**config.mk**
```make
export PLATFORM = sky130hd
export DESIGN_NAME = snoop_bus_sequencer
export DESIGN_NICKNAME = d
export VERILOG_FILES = /design/src/rtl/snoop_bus_sequencer.sv
export SDC_FILE = /design/constraint.sdc
export NUM_CORES = 1
export LEC_CHECK = 0
export BUFFER_PORTS_ARGS = -buffer_cell sky130_fd_sc_hd__buf_2
export CAP_MARGIN = 20
export CORE_ASPECT_RATIO = 0.6
export CORE_MARGIN = 2
export CORE_UTILIZATION = 50
export DETAILED_ROUTE_END_ITERATION = 16
export PLACE_DENSITY = 0.86
export SYNTH_ARGS = -nofsm -noshare
export SYNTH_HDL_FRONTEND = slang
export SYNTH_SLANG_ARGS = --single-unit
```
**constraint.sdc**
```tcl
create_clock -name clock_i -period 3.3 [get_ports clock_i]
set_clock_uncertainty 0.15 [all_clocks]
set_input_delay 0.825 -clock clock_i [delete_from_list [all_inputs] [get_ports clock_i]]
set_output_delay 0.825 -clock clock_i [all_outputs]
set_load 0.1 [all_outputs]
```
**src/rtl/snoop_bus_sequencer.sv**
```systemverilog
// Snoop bus sequencer: round-robin arbiter plus six-phase MESI step driver with per-step timeout.
// All outputs are registered and loaded from the next-state decode, so they line up with the state.
module snoop_bus_sequencer #(
    parameter int NUM_PROC = 3,
    parameter int TIMEOUT  = 15
) (
    input  logic                   clock_i,
    input  logic                   reset_i,
    input  logic [NUM_PROC-1:0]    req_i,
    input  logic [NUM_PROC-1:0]    req_write_i,
    input  logic [12*NUM_PROC-1:0] tag_req_i,
    input  logic [5*NUM_PROC-1:0]  step_done_i,
    input  logic [NUM_PROC-1:0]    instr_done_i,
    output logic [2:0]             step_o,
    output logic                   cache_reset_o,
    output logic [NUM_PROC-1:0]    grant_o,
    output logic [NUM_PROC-1:0]    read_out_o,
    output logic [NUM_PROC-1:0]    write_out_o,
    output logic [11:0]            tag_bus_out_o,
    output logic [NUM_PROC-1:0]    ack_o,
    output logic                   busy_o,
    output logic                   bus_error_o
);

    localparam int PW = (NUM_PROC > 1) ? $clog2(NUM_PROC) : 1;
    localparam int CW = $clog2(TIMEOUT + 1);

    // state  | meaning
    // IDLE   | waiting for a request, arbitrates on exit
    // CLR    | one-cycle cache handshake clear
    // S1..S6 | protocol step k broadcast, waiting on cache dones
    // FINISH | ack to owner, release bus
    typedef enum logic [3:0] {
        IDLE, CLR, S1, S2, S3, S4, S5, S6, FINISH
    } state_t;

    state_t              state_q, state_d, nxt;
    logic [CW-1:0]       cnt_q, cnt_d;
    logic [PW-1:0]       rr_q, rr_d;
    logic [PW-1:0]       idx_q, idx_d;
    logic [NUM_PROC-1:0] grant_q, grant_d;
    logic [NUM_PROC-1:0] rd_q, rd_d;
    logic [NUM_PROC-1:0] wr_q, wr_d;
    logic [NUM_PROC-1:0] ack_q, ack_d;
    logic [11:0]         tag_q, tag_d;
    logic [2:0]          step_q, step_d;
    logic                crst_q, crst_d;
    logic                busy_q, busy_d;
    logic                err_q, err_d;

    logic                snoop1, snoop3, snoop4;
    logic                own2, own5, own_instr;
    logic                found;
    logic [PW-1:0]       win;
    logic [NUM_PROC-1:0] win_oh;
    logic [11:0]         win_tag;
    logic                adv;
    logic                in_step;

    // Snoop phases need every cache; owner phases look only at the granted cache.
    always_comb begin
        snoop1    = 1'b1;
        snoop3    = 1'b1;
        snoop4    = 1'b1;
        own2      = 1'b0;
        own5      = 1'b0;
        own_instr = 1'b0;
        for (int p = 0; p < NUM_PROC; p++) begin
            snoop1 = snoop1 & step_done_i[5*p+0];
            snoop3 = snoop3 & step_done_i[5*p+2];
            snoop4 = snoop4 & step_done_i[5*p+3];
            if (idx_q == PW'(p)) begin
                own2      = step_done_i[5*p+1];
                own5      = step_done_i[5*p+4];
                own_instr = instr_done_i[p];
            end
        end
    end

    // Search starts one past the last owner and wraps.
    always_comb begin
        found   = 1'b0;
        win     = '0;
        win_oh  = '0;
        win_tag = '0;
        for (int i = 1; i <= NUM_PROC; i++) begin
            for (int p = 0; p < NUM_PROC; p++) begin
                if (!found && req_i[p] && (((int'(rr_q) + i) % NUM_PROC) == p)) begin
                    found     = 1'b1;
                    win       = PW'(p);
                    win_oh[p] = 1'b1;
                    win_tag   = tag_req_i[12*p +: 12];
                end
            end
        end
    end

    always_comb begin
        state_d = state_q;
        cnt_d   = cnt_q;
        rr_d    = rr_q;
        idx_d   = idx_q;
        grant_d = grant_q;
        rd_d    = rd_q;
        wr_d    = wr_q;
        tag_d   = tag_q;
        busy_d  = busy_q;
        err_d   = err_q;
        adv     = 1'b0;
        nxt     = state_q;
        in_step = 1'b0;

        case (state_q)
            IDLE: begin
                if (found) begin
                    state_d = CLR;
                    idx_d   = win;
                    grant_d = win_oh;
                    rd_d    = win_oh & ~req_write_i;
                    wr_d    = win_oh & req_write_i;
                    tag_d   = win_tag;
                    busy_d  = 1'b1;
                end
            end
            CLR: state_d = S1;
            S1: begin
                in_step = 1'b1;
                adv     = snoop1;
                nxt     = S2;
            end
            S2: begin
                in_step = 1'b1;
                adv     = own2;
                nxt     = own_instr ? FINISH : S3;
            end
            S3: begin
                in_step = 1'b1;
                adv     = snoop3;
                nxt     = S4;
            end
            S4: begin
                in_step = 1'b1;
                adv     = snoop4;
                nxt     = S5;
            end
            S5: begin
                in_step = 1'b1;
                adv     = own5;
                nxt     = S6;
            end
            S6: begin
                in_step = 1'b1;
                adv     = own_instr;
                nxt     = FINISH;
            end
            FINISH: begin
                state_d = IDLE;
                rr_d    = idx_q;
                grant_d = '0;
                rd_d    = '0;
                wr_d    = '0;
                busy_d  = 1'b0;
            end
            default: begin
                state_d = IDLE;
                grant_d = '0;
                rd_d    = '0;
                wr_d    = '0;
                busy_d  = 1'b0;
            end
        endcase

        // A done that lands on the last allowed cycle still advances.
        if (in_step) begin
            if (adv) begin
                state_d = nxt;
            end else if (cnt_q == CW'(TIMEOUT - 1)) begin
                state_d = FINISH;
                err_d   = 1'b1;
            end else begin
                cnt_d = cnt_q + 1'b1;
            end
        end
        if (state_d != state_q) begin
            cnt_d = '0;
        end

        case (state_d)
            S1:      step_d = 3'd1;
            S2:      step_d = 3'd2;
            S3:      step_d = 3'd3;
            S4:      step_d = 3'd4;
            S5:      step_d = 3'd5;
            S6:      step_d = 3'd6;
            default: step_d = 3'd0;
        endcase
        crst_d = (state_d == CLR);
        ack_d  = (state_d == FINISH && state_q != FINISH) ? grant_q : '0;
    end

    always_ff @(posedge clock_i) begin
        if (reset_i) begin
            state_q <= IDLE;
            cnt_q   <= '0;
            rr_q    <= PW'(NUM_PROC - 1);
            idx_q   <= '0;
            grant_q <= '0;
            rd_q    <= '0;
            wr_q    <= '0;
            ack_q   <= '0;
            tag_q   <= '0;
            step_q  <= 3'd0;
            crst_q  <= 1'b0;
            busy_q  <= 1'b0;
            err_q   <= 1'b0;
        end else begin
            state_q <= state_d;
            cnt_q   <= cnt_d;
            rr_q    <= rr_d;
            idx_q   <= idx_d;
            grant_q <= grant_d;
            rd_q    <= rd_d;
            wr_q    <= wr_d;
            ack_q   <= ack_d;
            tag_q   <= tag_d;
            step_q  <= step_d;
            crst_q  <= crst_d;
            busy_q  <= busy_d;
            err_q   <= err_d;
        end
    end

    assign step_o        = step_q;
    assign cache_reset_o = crst_q;
    assign grant_o       = grant_q;
    assign read_out_o    = rd_q;
    assign write_out_o   = wr_q;
    assign tag_bus_out_o = tag_q;
    assign ack_o         = ack_q;
    assign busy_o        = busy_q;
    assign bus_error_o   = err_q;

endmodule

```
==> results of run 1 <==
[routing by layer]
metal	track usage [%]	vias to the layer above	routed length (um)
met5	0	-	0
met2	40.8	158	3130
li1	-	1364	-
met3	8.07	8	817
met1	37.7	1307	3510
met4	7.44	0	75
[final cells by class]
type                            instances  share of cell area, %
Multi-Input combinational cell        238                   49.9
Clock buffer                            5                   2.16
Clock inverter                          3                   1.53
Sequential cell                        42                   26.4
Timing Repair Buffer                   96                   15.5
Inverter                               17                   2.00
Tap cell                               66                   2.59
[how the worst max path moves through the flow]
stage / end / slack (ns)
after floorplan: step_o[1] / 0.63
after global placement: step_o[1] / 0.57
after detailed placement: step_o[1] / 0.51
after CTS: cnt_q[1] / 0.63
after global routing: cnt_q[1] / 0.35
final: cnt_q[1] / 0.60
[registers in the layout (all words and copies together), names as in the netlist]
register       cells
tag_bus_out_o     12
cnt_q              4
state_q            4
ack_o              3
grant_o            3
read_out_o         3
step_o             3
write_out_o        3
idx_q              2
rr_q               2
bus_error_o        1
busy_o             1
cache_reset_o      1
[cell usage in the layout (no fill, tap or decap), drive strengths merged, types with 4 or more instances in the layout]
master  count
a31oi      13
o21ai      15
or2         4
nor3       10
and3        4
nand2      22
o2111a      4
nand3      18
clkbuf      5
a222oi      6
ha          5
a211o       4
dfxtp      42
inv        18
mux2i       5
nor2       33
o221ai      7
buf        96
a21oi      21
nand2b      4
a211oi     17
[power by group through the flow]
stage	clock, W	sequential (W)	combinational, W
after floorplan	0	0.000921	0.000287
after global placement	0	0.000621	0.000722
after detailed placement	0	0.000621	0.000736
after CTS	0.000436	0.000610	0.000739
after global routing	0.000459	0.000619	0.000787
final	0.000428	0.000611	0.000744
[critical path, cell delays in order, from the launching register on]
cell	delay [ns]
dfxtp_1	0.37
inv_1	0.07
ha_1	0.42
nor3_1	0.34
nor3_1	0.13
o21a_1	0.34
o21ai_0	0.24
o211ai_1	0.23
a311oi_1	0.30
[per-stage QoR]
step	hold slack [ns]	util, %	std cells	instance area (um^2)
floorplan	0.304	-	317	2610
global placement	0.289	61.0	459	3070
detailed placement	0.296	61.0	459	3070
CTS	0.310	63.4	467	3190
global route	0.328	63.4	467	3190
finish	0.306	63.4	467	3190
[logic make-up (layout without fill, tap and decap cells)]
family / after synthesis / in the layout
AO/OA/AOI/OAI: 110 / 110
adder cells (fa/ha/maj): 5 / 5
buffers and inverters: 37 / 121
flip-flops: 42 / 42
multiplexers: 6 / 6
AND/OR/NAND/NOR: 117 / 117
==> results.toml, run 1 <==
[die]
dieHeight_um = 59.9
die_area_um2 = 5820
fp.dieW_um = 97.2
initial_core_util_pct = 51.8
io_pins = 92
rows = 20
core_area_um2 = 5030

[detailed_routing]
drc = 0
via_per_inst = 6.07
vias = 2837
drt_iter0_markers = 273
wl_um = 7540
antenna_left = 0
drt_first_pass_iters = 5
wire_per_inst_um = 16.1

[pwr]
power.total_w = 0.00178
internal-power_w = 0.000979
p_seq_share_pct = 34.3
power.ir.vdd_worst_mv = 0.414
p_comb_share_pct = 41.7
cellLeakagePower_nw = 1.39
clkPwrFrac_pct = 24.0
p_switching_w = 0.000803
power_density_nw_per_um2 = 559
p_sw_share_pct = 45.1

[cells_and_area]
multi_input_area_um2 = 1590
nets = 467
fill_cells = 447
area_delta_synth_final_pct = 22.4
antennaDiodeCount = 0
layout-drive-gt1-share_pct = 32.9
seqCellArea_um2 = 841

[yosys]
synth_area_um2 = 2600
yosys_warnings = 0
yosysTopAreaCellShare_pct = 32.3
synth-compound-area-share_pct = 32.8
ys_top_cells_by_area = "dfxtp_1 32%, nor2_1 4.6%, a21oi_1 4.0%, a211oi_1 3.7%, nand3_1 3.5%"
synth.net_count = 384
synth_mux_area_share_pct = 2.50
synthFlopType = "dfxtp_1"
synthCells = 317
synth_cell_type_count = 62
ys_seq_elements = 42
yosysSeqAreaShare_pct = 32.3
synthTopCellsByCount = "42 x dfxtp_1, 32 x nor2_1, 22 x nand2_1"
syn_avg_cell_area_um2 = 8.22
post-synth-top-count-cell = "dfxtp_1"
synthAdderAreaFrac_pct = 2.40
synth_simple_gate_area_share_pct = 23.4
synth_xor_area_share_pct = 0
async_flop_share_pct = 0
synth_top_area_cell = "dfxtp_1"
synth_top_family_by_area = "compound AO/OA/AOI/OAI gates"
synth_edf_count = 0

[clock_network]
hold_buffers = 0
cts_tree = "built"
clkLatencyLatePin_ns = 0.30
clk_pin_slew_ns = 0.09
cts_made_buffers = 5
cts.htree.levels = 2
cts_setup_buffers = 0
clock_path_buffers = 2
cts_resized = 0
cts.sinks = 42
clock-root-buffer = "clkbuf_8"

[setup_path]
end_kind = "flip-flop"
r2r_cells = 8
regToRegStartpoint = "rr_q[0]"
crit_arrival_ns = 2.76
critPathLaunch = "rr_q[0]"
ff2ff_setup_slack_ns = 0.60
cp_max_fo = 10
critical_path_class = "reg2reg"
worstPathRequired_ns = 3.35
worstSetupStartpointType = "flip-flop"
r2r-end = "cnt_q[1]"

[place]
pre_cts_slack_ns = 0.509
port_buffers = 91
gp_congestion = 0.978
post-dp-hpwl_um = 5710

[sta]
setup_viol = 0
worst_pin_slew_ns = 0.625
finalCritPeriodShare_pct = 81.9
fin_ws_ns = 0.597
min_period_ns = 2.70
finalHoldViolations = 0
tns_ns = 0
maxSlewHeadroom_pct = 58.3
max_freq_mhz = 370
rsz0062_at_grt = "false"
maxSlewViolCount = 0

[hold_path]
holdPathEnd = "read_out_o[1]"
hold_path.startpoint = "read_out_o[1]"
min_path_type = "reg2reg"
min_path_cells = 2

[global_routing]
grt_overflow = 0
first_global_vias = 2646
grt_start_max_net_pins = 27
antenna_found_initial = 0
gr-usage-all-layers_pct = 26.9
grt_pass1_wl_um = 12600

[outcome]
status = "completed"

[flow_run]
maxCapViolCount = 0
Note: power is estimated with default switching activity, not from simulation.
==> run 2, diff against run 1 <==
--- a/config.mk
+++ b/config.mk
@@ -5,13 +5,14 @@
 export SDC_FILE = /design/constraint.sdc
 export NUM_CORES = 1
 export LEC_CHECK = 0
+export ABC_AREA = 1
 export BUFFER_PORTS_ARGS = -buffer_cell sky130_fd_sc_hd__buf_2
 export CAP_MARGIN = 20
 export CORE_ASPECT_RATIO = 0.6
 export CORE_MARGIN = 2
-export CORE_UTILIZATION = 50
+export CORE_UTILIZATION = 47
 export DETAILED_ROUTE_END_ITERATION = 16
-export PLACE_DENSITY = 0.86
+export PLACE_DENSITY = 0.84
 export SYNTH_ARGS = -nofsm -noshare
 export SYNTH_HDL_FRONTEND = slang
 export SYNTH_SLANG_ARGS = --single-unit
==> constraint.sdc (replaced) <==
create_clock -name clock_i -period 2.4 [get_ports clock_i]
set_clock_uncertainty 0.15 [all_clocks]
set_input_delay 0.6 -clock clock_i [delete_from_list [all_inputs] [get_ports clock_i]]
set_output_delay 0.6 -clock clock_i [all_outputs]
set_load 0.1 [all_outputs]
==> run 2 against run 1 <==
Worst setup slack lost 0.47 ns; sequential power is 36% higher; sequential cell count unchanged; die area rose by 17%; clock-buffer cell count is the same; first-iteration DRC count is 12% lower; via count rose by 17%; worst hold slack worse by 0.0039 ns; routed wire length rose by 16%; synthesized cell count is 37% higher; combinational power is 51% higher; power grew 42%; critical endpoint is now idx_q[1]; largest cell class unchanged; highest routed layer unchanged.
==> results.toml, run 2 <==
[clock_network]
clock_path_buffers = 2
cts_tree = "built"
clkLatencyLatePin_ns = 0.30
clock-root-buffer = "clkbuf_8"
cts.sinks = 42
cts.htree.levels = 2
cts_made_buffers = 5
hold_buffers = 0
clk_pin_slew_ns = 0.09

[hold_path]
hold_path.startpoint = "grant_o[0]"
min_path_cells = 2
holdPathEnd = "ack_o[0]"
min_path_type = "reg2reg"

[sta]
setup_viol = 0
finalHoldViolations = 0
maxSlewHeadroom_pct = 66.8
min_period_ns = 2.27
worst_pin_slew_ns = 0.501
finalCritPeriodShare_pct = 94.5
hold-worst-slack_ns = 0.302
max_freq_mhz = 441
maxSlewViolCount = 0

[die]
core_area_um2 = 6030
die_area_um2 = 6810
rows = 22
initial_core_util_pct = 47.9
fp.dieW_um = 105
io_pins = 92
dieHeight_um = 64.7

[place]
dpl_cell_area_um2 = 3510
gp_congestion = 0.920
port_buffers = 91
post-dp-hpwl_um = 6750
placed_cells = 615

[setup_path]
worstSetupStartpointType = "flip-flop"
regToRegStartpoint = "rr_q[0]"
crit_path_cell_trace = "inv_1 -> ha_4 -> nand2_2 -> nand2_4 -> nor2_8 -> nand4_4 -> nor2_4 -> nand3_4 -> nand2_2 -> buf_6 -> nand2_1 -> a21oi_1"
crit_arrival_ns = 2.34
path_buf_inv = 2
worstPathRequired_ns = 2.47
r2r_cells = 12
critical-path-top-delay-family = "simple AND/OR/NAND/NOR gates"
cpPeakStageDelay_ns = 0.35
critical_path_class = "reg2reg"
crit_top_cell = "nand2_2"
ff2ff_setup_slack_ns = 0.13
r2r-end = "idx_q[1]"
cp_max_fo = 21
cp_slowest_cell = "dfxtp_2"
end_kind = "flip-flop"

[detailed_routing]
vias = 3308
antenna_left = 0
wire_per_inst_um = 14.0
wl_um = 8770
drc = 0
drt_iter0_markers = 239
drt_first_pass_iters = 6
via_per_inst = 5.27

[yosys]
post-synth-top-count-cell = "nand2_1"
yosys_warnings = 0
synth_top_area_cell = "dfxtp_1"
synthTopCellsByCount = "110 x nand2_1, 46 x inv_1, 42 x a21oi_1, 42 x dfxtp_1, 38 x nand3_1"
yosysSeqAreaShare_pct = 29.1
synth.net_count = 502
synth_edf_count = 0
synth_cell_type_count = 38
async_flop_share_pct = 0
synth_area_um2 = 2890
ys_seq_elements = 42
synthCells = 435
synthFlopType = "dfxtp_1"
ys_top_cells_by_area = "dfxtp_1 29%, nand2_1 14%, a21oi_1 7.3%, nand3_1 6.6%, inv_1 6.0%"
syn_avg_cell_area_um2 = 6.64
yosysTopAreaCellShare_pct = 29.1

[global_routing]
antenna_found_initial = 0
grt_start_max_net_pins = 27
grt_overflow = 0
grt_pass1_wl_um = 14200
first_global_vias = 2957
gr-usage-all-layers_pct = 26.1

[outcome]
status = "completed"

[cells_and_area]
largest_reg_flops = 12
final_cell_mix = "108 x nand2_1, 91 x buf_2, 46 x inv_1"
final-instance-count-excl-fill = 628
layout-drive-gt1-share_pct = 33.3
antennaDiodeCount = 0
area_delta_synth_final_pct = 29.3
final_common_cell = "nand2_1"
fin_area_um2 = 3730
nets = 610
fill_cells = 568

[pwr]
power_density_nw_per_um2 = 677
cellLeakagePower_nw = 1.80
power.total_w = 0.00253
power.ir.vdd_worst_mv = 0.446

[flow_run]
maxCapViolCount = 0
run 2: cell types whose count changed after synthesis, sizes merged, moves of 7 or more:
cell,before,now
nand2,22,122
inv,17,63
nand3,18,47
a21oi,21,43
a211oi,17,0
a31oi,13,2
nand4,1,10
nor2,33,42
buf,11,3
o221ai,7,0
run 2: kinds of logic (layout without fill, tap and decap cells):
| family | after synthesis | in the layout | share of synthesized area (%) |
|---|---|---|---|
| and+or+nand+nor | 233 | 233 | 42.4 |
| buffers and inverters | 72 | 181 | 9.57 |
| adders and majority gates | 5 | 5 | 2.17 |
| DFF | 42 | 42 | 29.1 |
| AOI/OAI and AO/OA | 81 | 81 | 16.2 |
| xor gates and xnor gates | 2 | 2 | 0.606 |
run 2: how the worst max path moves through the flow:
stage,startpoint,to,cells after the start
floorplan,rr_q[0],step_o[2],13
global placement,req_i[0],tag_bus_out_o[8],11
detailed placement,rr_q[0],tag_bus_out_o[8],12
CTS,rr_q[0],tag_bus_out_o[8],12
global route,rr_q[1],idx_q[1],12
finish,rr_q[0],idx_q[1],12
run 2: power by group:
group          switching (W)  internal, W  leakage, nW  total, W
Clock               0.000274     0.000312       0.0585  0.000586
Sequential         0.0000567     0.000771        0.344  0.000828
Combinational       0.000841     0.000275         1.40   0.00112
Total                0.00117      0.00136         1.80   0.00253
run 2: layer usage:
layer / GRT usage (%) / vias to the layer above / share of wire (%)
met3: 5.23 / 23 / 8.5
li1: - / 1627 / -
met2: 39.0 / 154 / 42
met5: 0 / - / 0
met4: 6.50 / 0 / 1.8
met1: 38.2 / 1504 / 47
run 2: per-stage QoR:
step,TNS (ns),worst slack [ns],util (%)
detailed placement,0,0.108,58.2
floorplan,0,0.259,-
CTS,0,0.0573,60.1
finish,0,0.131,62.0
global route,-0.0242,-0.0242,62.0
global placement,0,0.180,58.2
run 2: layout make-up:
class                      instances  area, um^2  area share [%]
clock buffer                       5        68.8            1.84
tap                               84         105            2.81
timing repair buffer             109         619            16.6
sequential                        42         843            22.6
inverter                          64         244            6.53
multi-input combinational        321        1810            48.5
clock inverter                     3        43.8            1.17
run 2: worst reg2reg max path, cell delays in order, from the launching register on:
cell and delay [ns]:
dfxtp_2 0.35, inv_1 0.08, ha_4 0.25, nand2_2 0.09, nand2_4 0.08, nor2_8 0.11, nand4_4 0.12, nor2_4 0.22
nand3_4 0.13, nand2_2 0.11, buf_6 0.19, nand2_1 0.08, a21oi_1 0.21
run 2: timing repair:
item	in CTS	in global routing
buffers inserted	0	5
resized for setup	0	10
setup endpoints to repair	0	30
==> run 3, diff against run 2 <==
--- a/config.mk
+++ b/config.mk
@@ -5,14 +5,15 @@
 export SDC_FILE = /design/constraint.sdc
 export NUM_CORES = 1
 export LEC_CHECK = 0
-export ABC_AREA = 1
+export ABC_AREA = 0
 export BUFFER_PORTS_ARGS = -buffer_cell sky130_fd_sc_hd__buf_2
 export CAP_MARGIN = 20
 export CORE_ASPECT_RATIO = 0.6
 export CORE_MARGIN = 2
-export CORE_UTILIZATION = 47
+export CORE_UTILIZATION = 35
 export DETAILED_ROUTE_END_ITERATION = 16
-export PLACE_DENSITY = 0.84
+export MAX_ROUTING_LAYER = met4
+export PLACE_DENSITY = 0.68
 export SYNTH_ARGS = -nofsm -noshare
 export SYNTH_HDL_FRONTEND = slang
 export SYNTH_SLANG_ARGS = --single-unit
==> run 3 against run 2 <==
Clock-buffer cell count did not move; largest cell class unchanged; sequential share of layout area grew 0.58 points; critical path depth down 3; power increased by 4.6%; maximum frequency is 4.2% lower; routed wire length is 2.0% lower; core utilization shrank 12 points; first-iteration DRC count shrank 4.2%; non-clock buffer count grew 21; via count shrank 8.6%; global-route usage fell by 4.9 points.
==> results.toml, run 3 (synthesis results as in run 1) <==
[die]
io_pins = 92
initial_core_util_pct = 36.0
dieHeight_um = 70.8
fp.dieW_um = 115
core_area_um2 = 7240
rows = 24
die_area_um2 = 8170

[clock_network]
clock_path_buffers = 2
cts_tree = "built"
cts.sinks = 42
clock-root-buffer = "clkbuf_16"
clk_pin_slew_ns = 0.07
cts.htree.levels = 2
cts_made_buffers = 5
clkLatencyLatePin_ns = 0.28

[cells_and_area]
fin_util_pct = 50.3
final_cell_mix = "91 x buf_2, 40 x dfxtp_1, 36 x buf_4"
final-instance-count-excl-fill = 539
largest_reg_flops = 12
area_delta_synth_final_pct = 39.8
final_common_cell = "buf_2"
nets = 501
layout-drive-gt1-share_pct = 41.4
antennaDiodeCount = 0

[setup_path]
critPathLaunch = "rr_q[0]"
critical-path-top-delay-family = "compound AO/OA/AOI/OAI gates"
crit_top_cell = "buf_4"
critPathCapture = "tag_bus_out_o[9]"
r2r_cells = 9
worstSetupStartpointType = "flip-flop"
path_depth = 9
crit_path_cell_trace = "inv_1 -> buf_4 -> ha_4 -> nor3_2 -> o2111a_1 -> or2_1 -> buf_4 -> a222oi_1 -> a211oi_1"
cp_max_fo = 5
ff2ff_setup_slack_ns = 0.03
cpPeakStageDelay_ns = 0.49
path_buf_inv = 3
crit_arrival_ns = 2.37
critical_path_class = "reg2reg"
worstPathRequired_ns = 2.40
end_kind = "flip-flop"
r2r-end = "tag_bus_out_o[9]"
cp_slowest_cell = "a222oi_1"
regToRegStartpoint = "rr_q[0]"

[sta]
rsz0062_at_grt = "true"
worst_pin_slew_ns = 0.511
maxSlewHeadroom_pct = 65.9
max_freq_mhz = 422
tns_ns = 0
setup_viol = 0
finalCritPeriodShare_pct = 98.7
maxSlewViolCount = 0
finalHoldViolations = 0
min_period_ns = 2.37

[global_routing]
first_global_vias = 2773
grt_start_max_net_pins = 21
antenna_found_initial = 0
grt_overflow = 0
grt_pass1_wl_um = 13400
gr-usage-all-layers_pct = 21.2

[detailed_routing]
drt_first_pass_iters = 5
vias = 3023
via_per_inst = 5.61
drc = 0
wire_per_inst_um = 15.9
antenna_left = 0
drt_iter0_markers = 229
wl_um = 8600

[hold_path]
min_path_type = "reg2reg"

[place]
placed_cells = 530
post-dp-hpwl_um = 6590
gp_congestion = 0.947
port_buffers = 91

[pwr]
power.ir.vdd_worst_mv = 0.457
power_density_nw_per_um2 = 727
power.total_w = 0.00265
cellLeakagePower_nw = 1.60

[outcome]
status = "completed"

[flow_run]
maxCapViolCount = 0
==> run 3: cell types whose count changed in the layout (fill, tap and decap cells not counted), sizes merged, moves of 7 or more <==
cell,change
nand4,-9
nand2,-100
a21oi,-22
nand3,-29
a31oi,+11
nor2,-9
buf,+21
a211oi,+17
inv,-46
o221ai,+7
==> run 3: cell type report <==
| class | instances | area (um^2) |
|---|---|---|
| clock buffers | 5 | 125 |
| clock inverters | 3 | 23.8 |
| fillers | 688 | 3600 |
| inverters | 17 | 63.8 |
| multi-input cells | 238 | 1680 |
| flip-flops and latches | 42 | 843 |
| well taps | 104 | 130 |
| repair buffers | 130 | 777 |
==> run 3: worst register-to-register path: stages, from the launching register on <==
cell and delay [ns]:
dfxtp_1 0.31, inv_1 0.11, buf_4 0.14, ha_4 0.18, nor3_2 0.06, o2111a_1 0.27
or2_1 0.25, buf_4 0.14, a222oi_1 0.49, a211oi_1 0.13
==> run 3: report_power, final <==
group / internal [W] / leakage (nW) / switching, W
registers: 0.000773 / 0.344 / 0.0000662
clock network: 0.000389 / 0.0664 / 0.000295
logic: 0.000320 / 1.19 / 0.000804
==> run 3: metrics by stage <==
step	setup slack, ns	hold WS, ns	area (um^2)
6_report	0.0314	0.314	3640
5_1_grt	-0.0483	0.343	3640
4_1_cts	0.0296	0.315	3560
3_5_place_dp	-0.125	0.304	3390
3_3_place_gp	-0.0504	0.290	3390
2_1_floorplan	0.00677	0.304	2610
==> run 3: per-layer routing <==
layer  vias to the layer above  GRT usage, %  part of all wire, %
met5                         -             -                    0
met4                         0          3.88                 0.86
met3                        11          5.40                  9.9
met2                       154          29.4                   40
met1                      1415          31.1                   49
li1                       1443             -                    -
==> run 3: worst min path at each step <==
stage,start,slack [ns],cells past startpoint,end
6_report,bus_error_o,0.31,1,bus_error_o
5_1_grt,write_out_o[0],0.34,2,write_out_o[0]
4_1_cts,write_out_o[0],0.32,2,write_out_o[0]
3_5_place_dp,write_out_o[0],0.30,2,write_out_o[0]
3_3_place_gp,write_out_o[1],0.29,2,write_out_o[1]
2_1_floorplan,rr_q[0],0.30,2,rr_q[0]
==> run 3: what timing repair did <==
| item | in CTS | in global routing |
|---|---|---|
| setup buffers | 0 | 1 |
| pin swaps | 0 | 9 |
| gates resized for setup | 5 | 15 |
| setup endpoints to repair | 7 | 21 |
| hold buffers | 0 | 0 |
